File: src/rtl/ext_bus_bridge.sv
// Bridges one core access at a time onto a valid/ready external bus.
// The core is stalled while the access is outstanding; a watchdog ends accesses the device never acknowledges.
module ext_bus_bridge #(
  parameter int TIMEOUT = 255,
  parameter int CNT_W   = 8
) (
  input  logic        clk,
  input  logic        rst,
  input  logic        ex_en,
  input  logic        req_we,
  input  logic [15:0] req_addr,
  input  logic [31:0] req_wdata,
  output logic        core_stall,
  output logic        rsp_valid,
  output logic [31:0] rsp_rdata,
  output logic        rsp_err,
  output logic        bus_valid,
  output logic        bus_we,
  output logic [15:0] bus_addr,
  output logic [31:0] bus_wdata,
  input  logic        bus_ready,
  input  logic [31:0] bus_rdata
);

  typedef enum logic [1:0] {IDLE, REQ, DONE} state_t;

  // Counter value on the last REQ cycle the device is allowed before the watchdog fires.
  localparam logic [CNT_W-1:0] TO_LAST = (TIMEOUT == 0) ? '0 : CNT_W'(TIMEOUT - 1);
  localparam bit               TO_EN   = (TIMEOUT != 0);

  state_t           state;
  logic [CNT_W-1:0] cnt;
  logic             timeout_hit;

  assign timeout_hit = TO_EN && (cnt == TO_LAST);

  always_ff @(posedge clk or negedge rst) begin
    if (!rst) begin
      state      <= IDLE;
      cnt        <= '0;
      core_stall <= 1'b0;
      rsp_valid  <= 1'b0;
      rsp_rdata  <= '0;
      rsp_err    <= 1'b0;
      bus_valid  <= 1'b0;
      bus_we     <= 1'b0;
      bus_addr   <= '0;
      bus_wdata  <= '0;
    end else begin
      case (state)
        IDLE: begin
          rsp_valid <= 1'b0;
          rsp_err   <= 1'b0;
          if (ex_en) begin
            bus_we     <= req_we;
            bus_addr   <= req_addr;
            bus_wdata  <= req_wdata;
            bus_valid  <= 1'b1;
            core_stall <= 1'b1;
            cnt        <= '0;
            state      <= REQ;
          end
        end
        REQ: begin
          if (cnt != '1) cnt <= cnt + 1'b1;
          // A handshake on the same edge as the watchdog expiry is still a success.
          if (bus_ready) begin
            bus_valid  <= 1'b0;
            core_stall <= 1'b0;
            if (!bus_we) rsp_rdata <= bus_rdata;
            rsp_valid  <= 1'b1;
            rsp_err    <= 1'b0;
            state      <= DONE;
          end else if (timeout_hit) begin
            bus_valid  <= 1'b0;
            core_stall <= 1'b0;
            rsp_rdata  <= 32'hDEAD_BEEF;
            rsp_valid  <= 1'b1;
            rsp_err    <= 1'b1;
            state      <= DONE;
          end
        end
        DONE: begin
          rsp_valid <= 1'b0;
          rsp_err   <= 1'b0;
          state     <= IDLE;
        end
        default: state <= IDLE;
      endcase
    end
  end

endmodule

File: config.mk
export PLATFORM = sky130hd
export DESIGN_NAME = ext_bus_bridge
export DESIGN_NICKNAME = d
export VERILOG_FILES = /design/src/rtl/ext_bus_bridge.sv
export SDC_FILE = /design/constraint.sdc
export NUM_CORES = 1
export LEC_CHECK = 0
export CORE_ASPECT_RATIO = 2
export CORE_MARGIN = 8
export CORE_UTILIZATION = 25
export CTS_BUF_LIST = sky130_fd_sc_hd__clkbuf_4 sky130_fd_sc_hd__clkbuf_8
export CTS_CLUSTER_SIZE = 12
export DETAILED_ROUTE_END_ITERATION = 16
export SLEW_MARGIN = 20
export SYNTH_ARGS = -nofsm -noshare
export SYNTH_HDL_FRONTEND = slang
export SYNTH_SLANG_ARGS = --single-unit
File: constraint.sdc
create_clock -name clk -period 2.15 [get_ports clk]
set_input_delay 0.5375 -clock clk [delete_from_list [all_inputs] [get_ports clk]]
set_output_delay 0.5375 -clock clk [all_outputs]
set_load 0.05 [all_outputs]
# Word-level counts from Yosys, hierarchy flattened
# Index checks and enable logic that the tools add are counted.
[totals]
register_bits = 94
input_bits = 85
out_inout_bits = 85
word_cells = 48
[classes]
n_addsub = 1
eq_ne = 8
muxes = 19
reduce_logical = 11
[op_table]
columns = ["operator", "count"]
rows = [
  ["$mux 32", 3],
  ["$mux 8", 2],
  ["$pmux 8 s2", 1],
  ["$reduce_and 3->1", 3],
  ["$add 8x1->8 const B", 1],
  ["$eq 8x8->1 const B", 1],
  ["$ne 8x8->1 const B", 1],
  ["$mux 1", 6],
  ["$mux 2", 3],
  ["$ne 2x2->1 const B", 3],
  ["$pmux 1 s2", 3],
  ["$reduce_and 2->1", 3],
  ["$reduce_bool 2->1", 3],
  ["$pmux 2 s2", 1],
  ["$ne 3x3->1 const B", 1],
  ["$eq 2x1->1 const B", 1],
  ["$eq 2x2->1 const B", 1],
  ["$logic_not 2->1", 1],
  ["$reduce_or 2->1", 1],
]

# Longest topological paths before layout
[depth]
depth_word = 4
mapped_depth = 7
ltp_nobuf = 6

# Worst setup path after synthesis
# No wires, ideal clock.
[synth_path]
path_kind = "flip-flop to flip-flop"
startpoint = "register cnt[0]"
endpoint = "register cnt[4]"
setup_time_ps = 66
arrival_time_ps = 1645
t_required_ps = 2084
setup_slack_ps = 439
path_stages_with_launch = 6
n_path_buf = 0
period_less_slack_ps = 1711
path_cell_list = "dfrtp_1 > ha_1 > and3_4 > a311o_1 > or4_1 > nand2_1"
[synth_via]
elab_chain_len = 3
elab_cells_between_ends = 6
classes_between = "1 x add/sub; 2 x eq/ne; 2 x mux; 1 x reduce/logical"
[synth_rtl]
columns = ["element", "line_no", "rtl"]
rows = [
  ["from (decl)", "32", "logic [CNT_W-1:0] cnt;"],
  ["from (signal assigned)", "65", "if (cnt != '1) cnt <= cnt + 1'b1;"],
  ["$add 8x1->8 / $ne 8x8->1 (equally long branches)", "65", ""],
  ["$mux 8 / $ne 2x2->1 (equally long branches)", "-", ""],
  ["$pmux 8 s2 / $reduce_and 3->1 (equally long branches)", "-", ""],
]
# Several ways; a longest one is shown, not always the timed one. The select of a mux whose other input is x is not followed.
# A chain may end at the register's enable or synchronous reset.

# Final worst setup path
[layout_path]
startpoint = "register bus_addr[11]"
endpoint = "output port bus_addr[11]"
[layout_lines]
columns = ["element", "line_no", "rtl"]
rows = [
  ["from (decl)", "19", "output logic [15:0] bus_addr,"],
  ["from (signal assigned)", "56", "bus_addr <= req_addr;"],
]
# No word-level cell between the ends.

==> metrics.md <==
| Metric | Value |
|---|---|
| Mux contribution to synthesized area | 0% |
| Area after DPL | ~5900 µm² |
| Largest family of logic cells by synthesized area | simple AND/OR/NAND/NOR gates |
| Register area | 2352 µm² |
| First-pass GRT wire length | 20240 µm |
| Final instance area | 6200 µm² |
| Number of global-route vias before repair | 3853 |
| CTS root buf | clkbuf_8 |
| Synth cell types | 38 |
| Core ar. | 15290 µm² |
| Synth-to-Final Area Change | 58.61% |
| RSZ-0062 raised after global routing | false |
| Gr ovfl total | 0 |
| Startpoint types | flip-flop |
| Run status | complete, no violations |
| WL per Instance | approximately 17 µm |
| Detail Route Antenna Nets | 0 |
| Die height | 192.8 µm |
| DR DRC count | 0 |
| Synth async-reset ratio | 100.0% |
| Final min period | between 2 and 2.5 ns |
| Max Cap Viol | 0 |
| Maximum fanout along the worst path | 2 |
| H-Tree Depth | 3 |
| Ports | 170 |
| Slew margin rel. | 62.26% |
| CTS tree | built |
| Via count | 3475 |
| WL final | 12690 µm |
| Fin. max-slew vios | 0 |
| Yosys Warn Count | 0 |
| Final period utilization | 97.50% |
| Clock Latency Late Sink | 0.37 ns |
| DRT iter0 DRCs | 95 |
| Setup TNS | 0 ns |
| Final Hold Fails | 0 |
| XOR/XNOR Fraction of Synth Area | less than 1% |
| Synth Register Bits | between 90 and 100 |
| Worst path cell trace | clkdlybuf4s50_1 |
| Synthesized area | 3909 µm² |
| CTS max path bufs | 2 |
| Sequential fraction of the synthesis area | between 60% and 70% |
| Slew @ Worst Pin | roughly 0.56 ns |
| Top cells by area, synth | dfrtp_1, nand2_1, a2bb2oi_1 |
| Placer Congestion | just under 0.8 |
| Compound-cell area share of the yosys netlist | 14.28% |
| Ys flop type | dfrtp_1 |
| GRT Total Usage | 12.84% |
| Critical path class | reg -> out |
| Largest area contributor in the netlist | dfrtp_1 |
| Cell area power density | 1601 nW/µm² |
| Max VDD drop | 605.9 µV |
| CTS clk-pin slew, worst paths | 0.09 ns |
| Max frequency | 477.0 MHz |
| Clk_skew | 0.01257 ns |
| Post-synthesis instance total | 395 |
| Syn nets | 482 |
| Port Buffers | 169 |
| Most frequent cells after synthesis | nand2_1, dfrtp_1, o31ai_1 |
| Initial Util | 25.56% |
| Final setup viols | 0 |
| Post-DR vias/cell | ~4.5 |
| Top-area cell type share of the netlist area | 60.18% |
| Total CTS buffers | 9 |
| Clock sink count | 94 |
| Die ar. | 20130 µm² |
| Simple-Gate Fraction of Synth Area | a little over a fifth |
| Initial antenna violation count | 0 |
| CP max stage cell | clkdlybuf4s50_1 |
| Placed Cells | 748 |
| Area occupied by multi-input gates | around 1500 µm² |
| Top-count cell post-synth | nand2_1 |
| Hold buffers post-CTS | 0 |
| Post-synth EDFFs | 0 |
| Die X | 104.4 µm |
| DRT Pass-1 Iters | 4 |
| WHS | between 0.2 and 0.25 ns |
| Final Power | around 0.0099 W |
| Crit path largest cell delay | a little over 0.8 ns |
| Row count | 64 |
| Leak pwr | ~3.1 nW |
| Family with the most delay on the worst path | buffers and inverters |
| Final #Nets | between 600 and 700 |
| Synthesized area per cell | 9.896 µm² |
| Final HPWL DP | 9661 µm |
| Fillers | 1474 |
| Share of cells above drive strength 1 | 6.537% |
| Largest net degree at the start of global routing | 95 |
| Reg2reg setup slack | 0.29 ns |
| Post-CTS Setup Inserts | 0 |
| Endpoint class of the critical path | output pin |
| Synth Area in Adders | 0.6402% |
| HP Class | in -> async |
| Buf/Inv on CP | 1 |
| CP required | between 1.5 and 2 ns |
| Worst Path Arrival | 1.56 ns |
| ANT cells | 0 |
| Non-filler cells, final | 764 |
metal layers:
metal / routed length [µm] / global-route usage (%) / vias up / share of wire [%]
li1: - / - / 1660 / -
met1: 4247 / 11.47 / 1684 / 33
met2: 7293 / 25.15 / 108 / 57
met3: 703 / 3.779 / 23 / 5.5
met4: 443 / 6.618 / 0 / 3.5
met5: 0 / 0 / - / 0
cells in the final DEF (no fill, tap or decap), types with 2 or more instances in the layout:
cell type | Yosys | routed
nand2_1 | 155 | 155
clkdlybuf4s50_1 | 0 | 123
dfrtp_1 | 94 | 94
dlymetal6s2s_1 | 0 | 35
o31ai_1 | 21 | 21
nand2b_1 | 20 | 20
a2bb2oi_1 | 19 | 19
clkbuf_8 | 0 | 13
buf_4 | 1 | 12
a22o_1 | 8 | 8
nor2_1 | 7 | 7
buf_12 | 0 | 6
inv_1 | 5 | 5
o22a_1 | 5 | 5
o21ai_1 | 3 | 3
dlygate4sd2_1 | 0 | 3
a21o_1 | 2 | 2
nand3_1 | 3 | 2
a211oi_1 | 2 | 2
or4_1 | 2 | 2
o211ai_1 | 2 | 2
nand4_1 | 2 | 2
o21ai_0 | 2 | 2
ha_1 | 2 | 2
final timing paths:
| check | start | endpoint | cells after the start |
|---|---|---|---|
| max | bus_addr[11] | bus_addr[11] | 1 |
| min | rst | rsp_rdata[9] | 2 |
| max reg2reg | cnt[0] | cnt[4] | 5 |
| min reg2reg | bus_wdata[3] | bus_wdata[3] | 2 |
| max in group asynchronous | rst | bus_addr[7] | 2 |
| min in group clk | bus_wdata[3] | bus_wdata[3] | 2 |
cells by family (layout without fill, tap and decap cells):
group	Yosys count	count (layout)
AND/OR/NAND/NOR	198	198
buffers and inverters	29	200
flip-flops	94	94
adder cells (fa/ha/maj)	2	2
AO/OA/AOI/OAI	70	70
XOR/XNOR	2	2
through the flow:
stage               setup WS (ns)  utilization, %
floorplan                  0.4394               -
global placement          0.09340           38.52
detailed placement        0.07732           38.52
CTS                      0.002524           39.96
global route            0.0006450           40.54
finish                    0.05368           40.54
timing repair:
action / CTS / global route
endpoints found under the setup margin: 3 / 35
gates cloned: 0 / 0
resized for setup: 3 / 35
pin swaps: 0 / 0
cell type report:
cell class / instances / share of cell area, %
flip-flops and latches: 94 / 37.94
well taps: 198 / 3.996
multi-input cells: 272 / 23.41
clock buffers: 14 / 3.007
repair buffers: 179 / 30.74
inverters: 5 / 0.3027
clock inverters: 2 / 0.6054
power by group:
| group | internal (W) | switching [W] | total [W] |
|---|---|---|---|
| clock | 0.000678 | 0.000598 | 0.00128 |
| combinational | 0.00193 | 0.00375 | 0.00568 |
| sequential | 0.00249 | 0.000473 | 0.00297 |
| total | 0.00510 | 0.00482 | 0.00992 |
sequential cells by signal, summed over array words and instances (netlist names):
| name | cells |
|---|---|
| bus_wdata | 32 |
| rsp_rdata | 32 |
| bus_addr | 16 |
| cnt | 8 |
| state | 2 |
| bus_valid | 1 |
| bus_we | 1 |
| rsp_err | 1 |
| rsp_valid | 1 |
Power figures use the tool's default switching activity.
